<file path="config.mk">
export PLATFORM = sky130hd
export DESIGN_NAME = data_register_arbiter
export DESIGN_NICKNAME = d
export VERILOG_FILES = /design/src/rtl/data_register_arbiter.sv
export SDC_FILE = /design/constraint.sdc
export NUM_CORES = 1
export LEC_CHECK = 0
export ABC_AREA = 1
export CAP_MARGIN = 0
export CORE_ASPECT_RATIO = 0.5
export CORE_UTILIZATION = 40
export DETAILED_ROUTE_END_ITERATION = 8
export HOLD_SLACK_MARGIN = 0.08
export PLACE_DENSITY = 0.86
export SYNTH_ARGS = -nofsm -noshare
export SYNTH_HDL_FRONTEND = slang
export SYNTH_SLANG_ARGS = --single-unit
</file>
<file path="constraint.sdc">
create_clock -name clock -period 4.2 [get_ports clock]
set_clock_uncertainty 0.1 [all_clocks]
set_input_delay 0.42 -clock clock [delete_from_list [all_inputs] [get_ports clock]]
set_output_delay 0.42 -clock clock [all_outputs]
set_load 0.02 [all_outputs]
</file>
<file path="src/rtl/data_register_arbiter.sv">
// Arbiter and access sequencer for the shared data register block.
// Two requesters share one register block through a req/ack handshake with
// round-robin tie-breaking. Each grant performs exactly one access:
// IDLE (grant) -> ACCESS (bus driven, write on exit) -> DONE (ack, result).
// Requester 0 may not write the previous hash; such a write is turned into a
// read of the unchanged hash and flagged with err0.
module data_register_arbiter #(
    parameter int DATA_W = 48,
    parameter int HASH_W = 8
) (
    input  logic              clock,
    input  logic              resetn,
    input  logic              req0,
    input  logic              req1,
    input  logic              type0,
    input  logic              type1,
    input  logic              we0,
    input  logic              we1,
    input  logic [DATA_W-1:0] wdata0,
    input  logic [DATA_W-1:0] wdata1,
    output logic              ack0,
    output logic              ack1,
    output logic [DATA_W-1:0] rdata0,
    output logic [DATA_W-1:0] rdata1,
    output logic              err0,
    output logic              busy,
    output logic              reg_access_type,
    output logic              reg_wren,
    output logic [DATA_W-1:0] reg_data_in,
    input  logic [DATA_W-1:0] reg_result
);

    typedef enum logic [1:0] {
        IDLE   = 2'd0,
        ACCESS = 2'd1,
        DONE   = 2'd2
    } state_t;

    state_t            state_reg, state_next;
    logic              grant_reg, grant_next;
    logic              last_reg, last_next;
    logic              type_reg, type_next;
    logic              we_reg, we_next;
    logic [DATA_W-1:0] wdata_reg, wdata_next;

    logic [1:0]             req_vec;
    logic [1:0]             type_vec;
    logic [1:0]             we_vec;
    logic [1:0][DATA_W-1:0] wdata_vec;
    logic [1:0][DATA_W-1:0] rdata_vec;
    logic [1:0]             ack_vec;
    logic                   sel;
    logic                   rejected;
    logic                   in_done;
    logic [DATA_W-1:0]      hash_data;

    assign req_vec   = {req1, req0};
    assign type_vec  = {type1, type0};
    assign we_vec    = {we1, we0};
    assign wdata_vec = {wdata1, wdata0};

    // A hash write from requester 0 is performed as a harmless read.
    assign rejected = (grant_reg == 1'b0) && type_reg && we_reg;

    // A reset asserted during DONE cancels the completion pulse.
    assign in_done = (state_reg == DONE) && resetn;

    // The block keeps only the low hash bits; the rest of the bus is zeroed.
    assign hash_data = {{(DATA_W-HASH_W){1'b0}}, wdata_reg[HASH_W-1:0]};

    // State, latched request fields and round-robin pointer
    always_ff @(posedge clock) begin
        if (!resetn) begin
            state_reg <= IDLE;
            grant_reg <= 1'b0;
            last_reg  <= 1'b1;
            type_reg  <= 1'b0;
            we_reg    <= 1'b0;
            wdata_reg <= '0;
        end else begin
            state_reg <= state_next;
            grant_reg <= grant_next;
            last_reg  <= last_next;
            type_reg  <= type_next;
            we_reg    <= we_next;
            wdata_reg <= wdata_next;
        end
    end

    // Arbitration in IDLE and fixed three-state access sequence
    always_comb begin
        state_next = state_reg;
        grant_next = grant_reg;
        last_next  = last_reg;
        type_next  = type_reg;
        we_next    = we_reg;
        wdata_next = wdata_reg;
        // On a tie the requester that did not win last time is chosen.
        sel        = (&req_vec) ? ~last_reg : req_vec[1];
        case (state_reg)
            IDLE: begin
                if (req_vec != 2'b00) begin
                    grant_next = sel;
                    last_next  = sel;
                    type_next  = type_vec[sel];
                    we_next    = we_vec[sel];
                    wdata_next = wdata_vec[sel];
                    state_next = ACCESS;
                end
            end
            ACCESS:  state_next = DONE;
            DONE:    state_next = IDLE;
            default: state_next = IDLE;
        endcase
    end

    // Register block bus: live only in ACCESS, target held through DONE
    always_comb begin
        reg_access_type = 1'b0;
        reg_wren        = 1'b0;
        reg_data_in     = '0;
        case (state_reg)
            ACCESS: begin
                reg_access_type = type_reg;
                reg_wren        = we_reg && !rejected;
                reg_data_in     = type_reg ? hash_data : wdata_reg;
            end
            DONE: begin
                reg_access_type = type_reg;
            end
            default: begin
                reg_access_type = 1'b0;
            end
        endcase
    end

    genvar gi;
    generate
        for (gi = 0; gi < 2; gi++) begin : g_req
            logic [DATA_W-1:0] rdata_reg;

            assign ack_vec[gi] = in_done && (grant_reg == 1'(gi));

            // Hold the result until this requester's next completion
            always_ff @(posedge clock) begin
                if (!resetn) begin
                    rdata_reg <= '0;
                end else if (ack_vec[gi]) begin
                    rdata_reg <= reg_result;
                end
            end

            // Forward the live result during the ack cycle so it is valid with ack.
            assign rdata_vec[gi] = ack_vec[gi] ? reg_result : rdata_reg;
        end
    endgenerate

    assign ack0   = ack_vec[0];
    assign ack1   = ack_vec[1];
    assign rdata0 = rdata_vec[0];
    assign rdata1 = rdata_vec[1];
    assign err0   = ack_vec[0] && rejected;
    assign busy   = (state_reg != IDLE);

endmodule
</file>
==> impl_summary.md, run 1 <==
Global route
For this run, global-route usage on met2 was measured as 0.381. The wire length of the first global-routing pass is 31.3 mm. The global routing usage summed across all routing layers is 0.207. In the global route stage, met1 resource usage came out at 0.225. For met3 alone, demand over resource in global routing was 0.0377. The number of antenna violations at the first check in global routing is 0. The aggregate global routing overflow is 0. The busiest layer in global routing is met2. The number of global-route vias before repair was 6973. The pin count of the biggest net entering global routing is 101.

Critical path
The worst setup path is captured at an output port. The largest incremental delay on the critical path is 700 ps. Broken down by cell family, the worst path's largest delay share belongs to buffers and inverters.

The maximum fanout along the worst path is 97. STA puts the critical path data required time at 3680 ps. STA puts the critical path data arrival time at 3150 ps. The worst path buffer plus inverter count is 4. The startpoint-to-endpoint class of the critical path is primary input to output port. Traced cell by cell, the critical path runs through buf_2 -> buf_4 -> nand3_4 -> o21ai_0 -> inv_1 -> clkdlybuf4s50_1. The critical path's slowest cell is sky130_fd_sc_hd__nand3_4. The launching element type of the critical path is a primary input.

Clock network
The number of setup buffers added after CTS is 0. The root buffer cell chosen for the clock tree is sky130_fd_sc_hd__clkbuf_16. TritonCTS built the clock tree.

The maximum root-to-sink buffer count is 2. The CTS sink count is 150. The number of hold-repair buffers added at the cts stage is 0. Clock tree synthesis inserted a total of 17 buffers. After clock tree synthesis, the clock-pin slew on the worst setup and hold paths is 60 ps. The clock tree synthesis step divided the H-tree into 4 levels. After clock tree synthesis, the repair step resized 0 gates. The later pin in the worst-skew pair is clocked with a latency of 400 ps.

Die
Measured along the y axis, the die boundary spans 96.9 µm. The total die area is 18600 µm². The initial utilization of the core area, before any placement, comes to 0.412. The die extent in x is 192 µm. The core box area is 17500 µm². The number of primary I/O pins is 302.

The number of placement rows is 34.

Cells and area
The finished cells cover 10800 µm². The number of flip-flops in the largest register is 96. The fraction of final layout cells sized beyond drive strength 1 is 0.0304.

Leaving out fill and tap cells, the most frequent cell in the layout is sky130_fd_sc_hd__clkdlybuf4s50_1. The layout overhead on the synthesized area is 49.9%. The library cells used most frequently in the layout, excluding fill and tap cells, are sky130_fd_sc_hd__clkdlybuf4s50_1, sky130_fd_sc_hd__nor2_1, sky130_fd_sc_hd__inv_1. The count of antenna diodes in the layout is 0. For this run, the post-layout net count is 1592.

Outcome
The run finished with clean final reports.

Routing
For this block, the routed nets add up to 19.6 mm of wire. The detail-routed via count per cell is 4.51. For this block, the initial DRC count from the detailed router was 296. The number of optimization iterations in the first detailed-route pass is 5. The total via count after detailed routing is 7580. The number of nets still failing antenna checks after routing is 0. In the routed design, unresolved DRC markers number 0.

In the final routed layout, each cell accounts on average for 11.6 µm.

STA
The final critical-path share of the clock period is 0.873. For the final routed database, the setup TNS stands at 0 ps. At the pin with the least slew margin, the transition time is 926 ps. The count of final max-slew check failures is 0. The final critical-path setup slack is 535 ps. For the finished layout, the period the worst path requires is 3670 ps. The worst slew margin relative to its limit is 0.383. Derived from the worst setup path, the maximum achievable clock frequency is 273 MHz. Final hold analysis gives a worst-case slack of 404 ps. The final count of hold timing violations came to 0. Setup repair after global routing left no endpoint under its margin. Setup violations remaining at the end of the flow were counted as 0.

Synth
The fraction of the yosys area taken by sequential cells is 0.417. The gate count of the mapped netlist is 1176. After synthesis, the mean cell area works out to 6.13 µm². The cell area that synthesis handed to floorplanning was 7210 µm². Synthesis produced a netlist with a net count of 1332. The post-synthesis register bit count is 150. The count of different cell masters after synthesis is 19. For this run, the number of Yosys warnings is 0.

Placement
Timing analysis after detailed placement gives a worst setup slack of 541 ps. The placed standard-cell area is 10200 µm². The final estimated routing congestion in global placement is 0.824. The post-DP HPWL is 14.2 mm. Port buffering added 301 buffers.

Hold path
The worst min-delay path category is flip-flop to flip-flop.

Job
Across the run, the number of max-cap violations was 0.

Pwr
The highest ir drop seen on vdd is 321 µV. The power density normalized to cell area is 354 nW/µm². Summed over all cells, the static leakage comes to 5.90 nW.

Summing internal, switching and leakage power gives 0.00382 W.
## path summary, 6_finish.rpt
kind	end	cells after the start	slack, ps	startpoint
worst max-delay path	rdata1[10]	6	530	resetn
worst min-delay path	last_reg	2	400	last_reg
worst max register to register	g_req[1].rdata_reg[10]	5	1860	state_reg[0]
worst min register to register	last_reg	2	400	last_reg
## worst register-to-register path, stage by stage (launching register included)
cell and delay (ps):
sky130_fd_sc_hd__dfxtp_1 330, sky130_fd_sc_hd__inv_1 110, sky130_fd_sc_hd__ha_1 280, sky130_fd_sc_hd__nand3_4 700, sky130_fd_sc_hd__o21ai_0 590, sky130_fd_sc_hd__nor2_1 80
## kinds of logic (layout without fill, tap and decap cells)
family,count (synthesis),in the layout,synth area share
buffers and inverters,324,596,0.181
AOI/OAI and AO/OA,151,151,0.105
and+or+nand+nor,547,547,0.290
DFF,150,150,0.417
adders and majority gates,4,4,0.00695
## Yosys cell counts, drive strengths merged
master  instances  share of area
a21oi           3         0.0021
inv           258           0.13
nand3           5         0.0069
buf            25          0.024
o21ai         147           0.10
nor2          289           0.15
clkbuf         41          0.022
a211oi          1         0.0010
nand2         253           0.13
ha              4         0.0069
dfxtp         150           0.42
## metrics by stage
| step | instances | util |
|---|---|---|
| 2_1_floorplan | 1176 | - |
| 3_3_place_gp | 1651 | 0.585 |
| 3_5_place_dp | 1651 | 0.585 |
| 4_1_cts | 1682 | 0.618 |
| 5_1_grt | 1682 | 0.618 |
| 6_report | 1682 | 0.618 |
## power by group
group / internal [W] / switching (W)
sequential: 0.00151 / 0.0000441
combinational: 0.000360 / 0.000434
clock: 0.000830 / 0.000637
## layer usage
metal,up-vias,share of wire
li1,3923,-
met5,-,0
met2,213,0.51
met4,0,0.042
met1,3387,0.41
met3,57,0.039
## area by class of cell
class                   instances  area [µm²]
multi-input cells             702        2910
repair buffers                307        3070
inverters                     258         968
clock buffers                  17         425
clock inverters                14         139
fillers                      1518        6690
well taps                     234         293
flip-flops and latches        150        3000
Note: power is estimated with default switching activity, not from simulation.
==> run 2: changes to the inputs <==
--- a/config.mk
+++ b/config.mk
@@ -9,6 +9,7 @@
 export CAP_MARGIN = 0
 export CORE_ASPECT_RATIO = 0.5
 export CORE_UTILIZATION = 40
+export CTS_CLUSTER_SIZE = 14
 export DETAILED_ROUTE_END_ITERATION = 8
 export HOLD_SLACK_MARGIN = 0.08
 export PLACE_DENSITY = 0.86
==> results of run 2 <==
No change in the layout: final DEF, timing and power equal those of run 1.
==> run 3: changes to the inputs <==
--- a/config.mk
+++ b/config.mk
@@ -7,10 +7,10 @@
 export LEC_CHECK = 0
 export ABC_AREA = 1
 export CAP_MARGIN = 0
-export CORE_ASPECT_RATIO = 0.5
 export CORE_UTILIZATION = 40
 export CTS_CLUSTER_SIZE = 14
 export DETAILED_ROUTE_END_ITERATION = 8
+export GPL_ROUTABILITY_DRIVEN = 0
 export HOLD_SLACK_MARGIN = 0.08
 export PLACE_DENSITY = 0.86
 export SYNTH_ARGS = -nofsm -noshare
==> impl_summary.md, run 3 (synthesized netlist as in run 1, its figures left out) <==
Critical path
The worst setup path is captured at an output port. The total number of cells along the worst setup path is 6 (unchanged). The worst setup path is launched from a flip-flop. The largest individual stage delay along the critical path comes from the cell sky130_fd_sc_hd__o21ai_0.

The kind of cell adding the most delay to the critical path is buffers and inverters. The number of cells on the worst reg-to-reg path is 5 (unchanged). The first element of the critical path is state_reg[0]. The startpoint-to-endpoint class of the critical path is flip-flop to output port. The data required time of the worst path is 3680 ps (about the same). By instance count, the cell type seen most on the critical path is sky130_fd_sc_hd__inv_1.

The critical path goes through inv_1 -> ha_1 -> nand3_4 -> o21ai_0 -> inv_1 -> clkdlybuf4s50_1. In this run the critical register-to-register path is launched from state_reg[0]. The largest incremental delay on the critical path came to 760 ps (+60 ps). The data arrival at the endpoint of the critical path came to 3220 ps (+70 ps). The worst path buffer plus inverter count is 3 (-1).

The maximum fanout along the worst path was 97 (unchanged).

Job
The total of max-cap violations is 0 (unchanged).

Pwr
The power density normalized to cell area is 355 nW/µm² (+0.35%). The highest ir drop seen on vdd is 274 µV (-15%). The leakage dissipation was 5.91 nW (+0.14%). The power consumption is 0.00384 W (+0.43%).

Global route
The number of global-route vias before repair came to 6670 (-4.3%). The global routing usage summed across all routing layers is 0.215 (+0.00770). The number of antenna violations at the first check in global routing is 0 (unchanged). The pin count of the biggest net entering global routing is 101 (unchanged). The wire length of the first global-routing pass was 31.5 mm (+0.75%). The aggregate global routing overflow came to 0 (unchanged).

Die
The initial cell density of the core is 0.414 (+0.00160). The number of primary I/O pins is 302 (unchanged). The die height is 136 µm (+41%). The core box area is 17400 µm² (-0.39%). The number of placement rows is 48 (+41%). The die extent in x is 136 µm (-29%).

The total die area is 18600 µm² (-0.18%).

STA
The count of final max-slew check failures is 0 (unchanged). The count of endpoints failing setup in the final report is 0 (unchanged). The sum of negative setup slack is 0 ps (unchanged). Setup repair after global routing left no endpoint under its margin. The worst slew margin relative to its limit is 0.177 (-0.206). The final critical-path share of the clock period is 0.890 (+0.0170). The upper clock frequency limit came to 268 MHz (-1.9%). The measured slew at the worst slew-check pin is 1240 ps (+309 ps). The final count of hold timing violations is 0 (unchanged). The final critical delay including setup and external delays is 3740 ps (+71.3 ps).

Cells and area
The combined area of the multi-input logic cells is 2910 µm² (unchanged). The count of nets after finishing is 1593 (+0.063%). The area taken by flip-flops and latches is 3000 µm² (unchanged). The fraction of final layout cells sized beyond drive strength 1 is 0.0317 (+0.00134). The number of flip-flops in the largest register is 96 (unchanged). The count of antenna diodes in the layout is 0 (unchanged). The layout overhead on the synthesized area is 50.0% (about the same). Leaving out fill and tap cells, the most frequent cell in the layout is sky130_fd_sc_hd__clkdlybuf4s50_1. The final cell utilization of the core was 0.621 (+0.00290). The library cells used most frequently in the layout, excluding fill and tap cells, are sky130_fd_sc_hd__clkdlybuf4s50_1, sky130_fd_sc_hd__nor2_1, sky130_fd_sc_hd__inv_1. The number of filler instances in the final layout is 1530 (+0.79%).

Clock network
The clock transition at the register clock pins on the worst setup and hold paths after CTS is 60 ps (about the same). The post-cts sizing count was 0 (unchanged). The maximum root-to-sink buffer count is 2 (unchanged). The CTS sink count is 150 (unchanged). The number of buffers inserted during clock tree synthesis is 17 (unchanged).

The number of levels in the clock H-tree came to 4 (unchanged). TritonCTS built the clock tree. In this run the clock root is driven by a sky130_fd_sc_hd__clkbuf_16. The clock latency reported for the late side of the worst-skew pair is 410 ps (about the same). The number of hold-repair buffers added at the cts stage is 0 (unchanged).

The number of setup buffers added after CTS is 0 (unchanged).

Routing
The initial DRC count is 300 (+1.4%). The number of optimization iterations in the first detailed-route pass is 5 (unchanged). The average wire per standard cell is 11.8 µm (+0.98%). The number of nets still failing antenna checks after routing is 0 (unchanged). The number of design rule violations left after detail routing is 0 (unchanged).

The final wirelength was 19.7 mm (+0.56%). The total via count after detailed routing is 7392 (-2.5%). The detail-routed via count per cell came to 4.41 (-2.1%).

Outcome
The flow ran to the end, and the final reports show no timing, DRC or antenna violations.

Placement
The post-DP HPWL is 14.0 mm (-1.7%). The count of buffers inserted at the top-level ports was 301 (unchanged).

Hold path
The worst min-delay path category is primary input to flip-flop. The count of cells along the worst hold path is 2 (unchanged). The worst hold path startpoint is resetn.
run 3: layout make-up:
cell class,count,share of cell area
repair buffers,308,0.284
flip-flops and latches,150,0.278
multi-input cells,702,0.269
inverters,258,0.0896
clock buffers,18,0.0406
well taps,225,0.0260
clock inverters,14,0.0127
run 3: per-layer routing:
| layer | share of wire | up-vias | global-route usage |
|---|---|---|---|
| li1 | - | 3921 | - |
| met1 | 0.41 | 3208 | 0.244 |
| met2 | 0.49 | 232 | 0.373 |
| met3 | 0.078 | 31 | 0.0656 |
| met4 | 0.026 | 0 | 0.0864 |
| met5 | 0 | - | 0 |
run 3: final timing paths:
check | slack, ps | endpoint
min reg2reg | 370 | last_reg
min | 180 | last_reg
max reg2reg | 1730 | g_req[1].rdata_reg[47]
max | 460 | rdata1[47]
run 3: power breakdown:
part / switching (W) / internal, W / leakage (nW)
logic: 0.000440 / 0.000362 / 4.41
registers: 0.0000371 / 0.00151 / 1.22
clock network: 0.000636 / 0.000847 / 0.273
total: 0.00111 / 0.00272 / 5.91
run 3: through the flow:
stage               instance area, µm²  setup WS [ps]  std cells  hold slack (ps)
floorplan                         7210           2280       1176              329
global placement                 10200            907       1643              341
detailed placement               10200            873       1643              354
CTS                              10800            403       1675              164
global route                     10800            200       1675              175
finish                           10800            463       1675              179
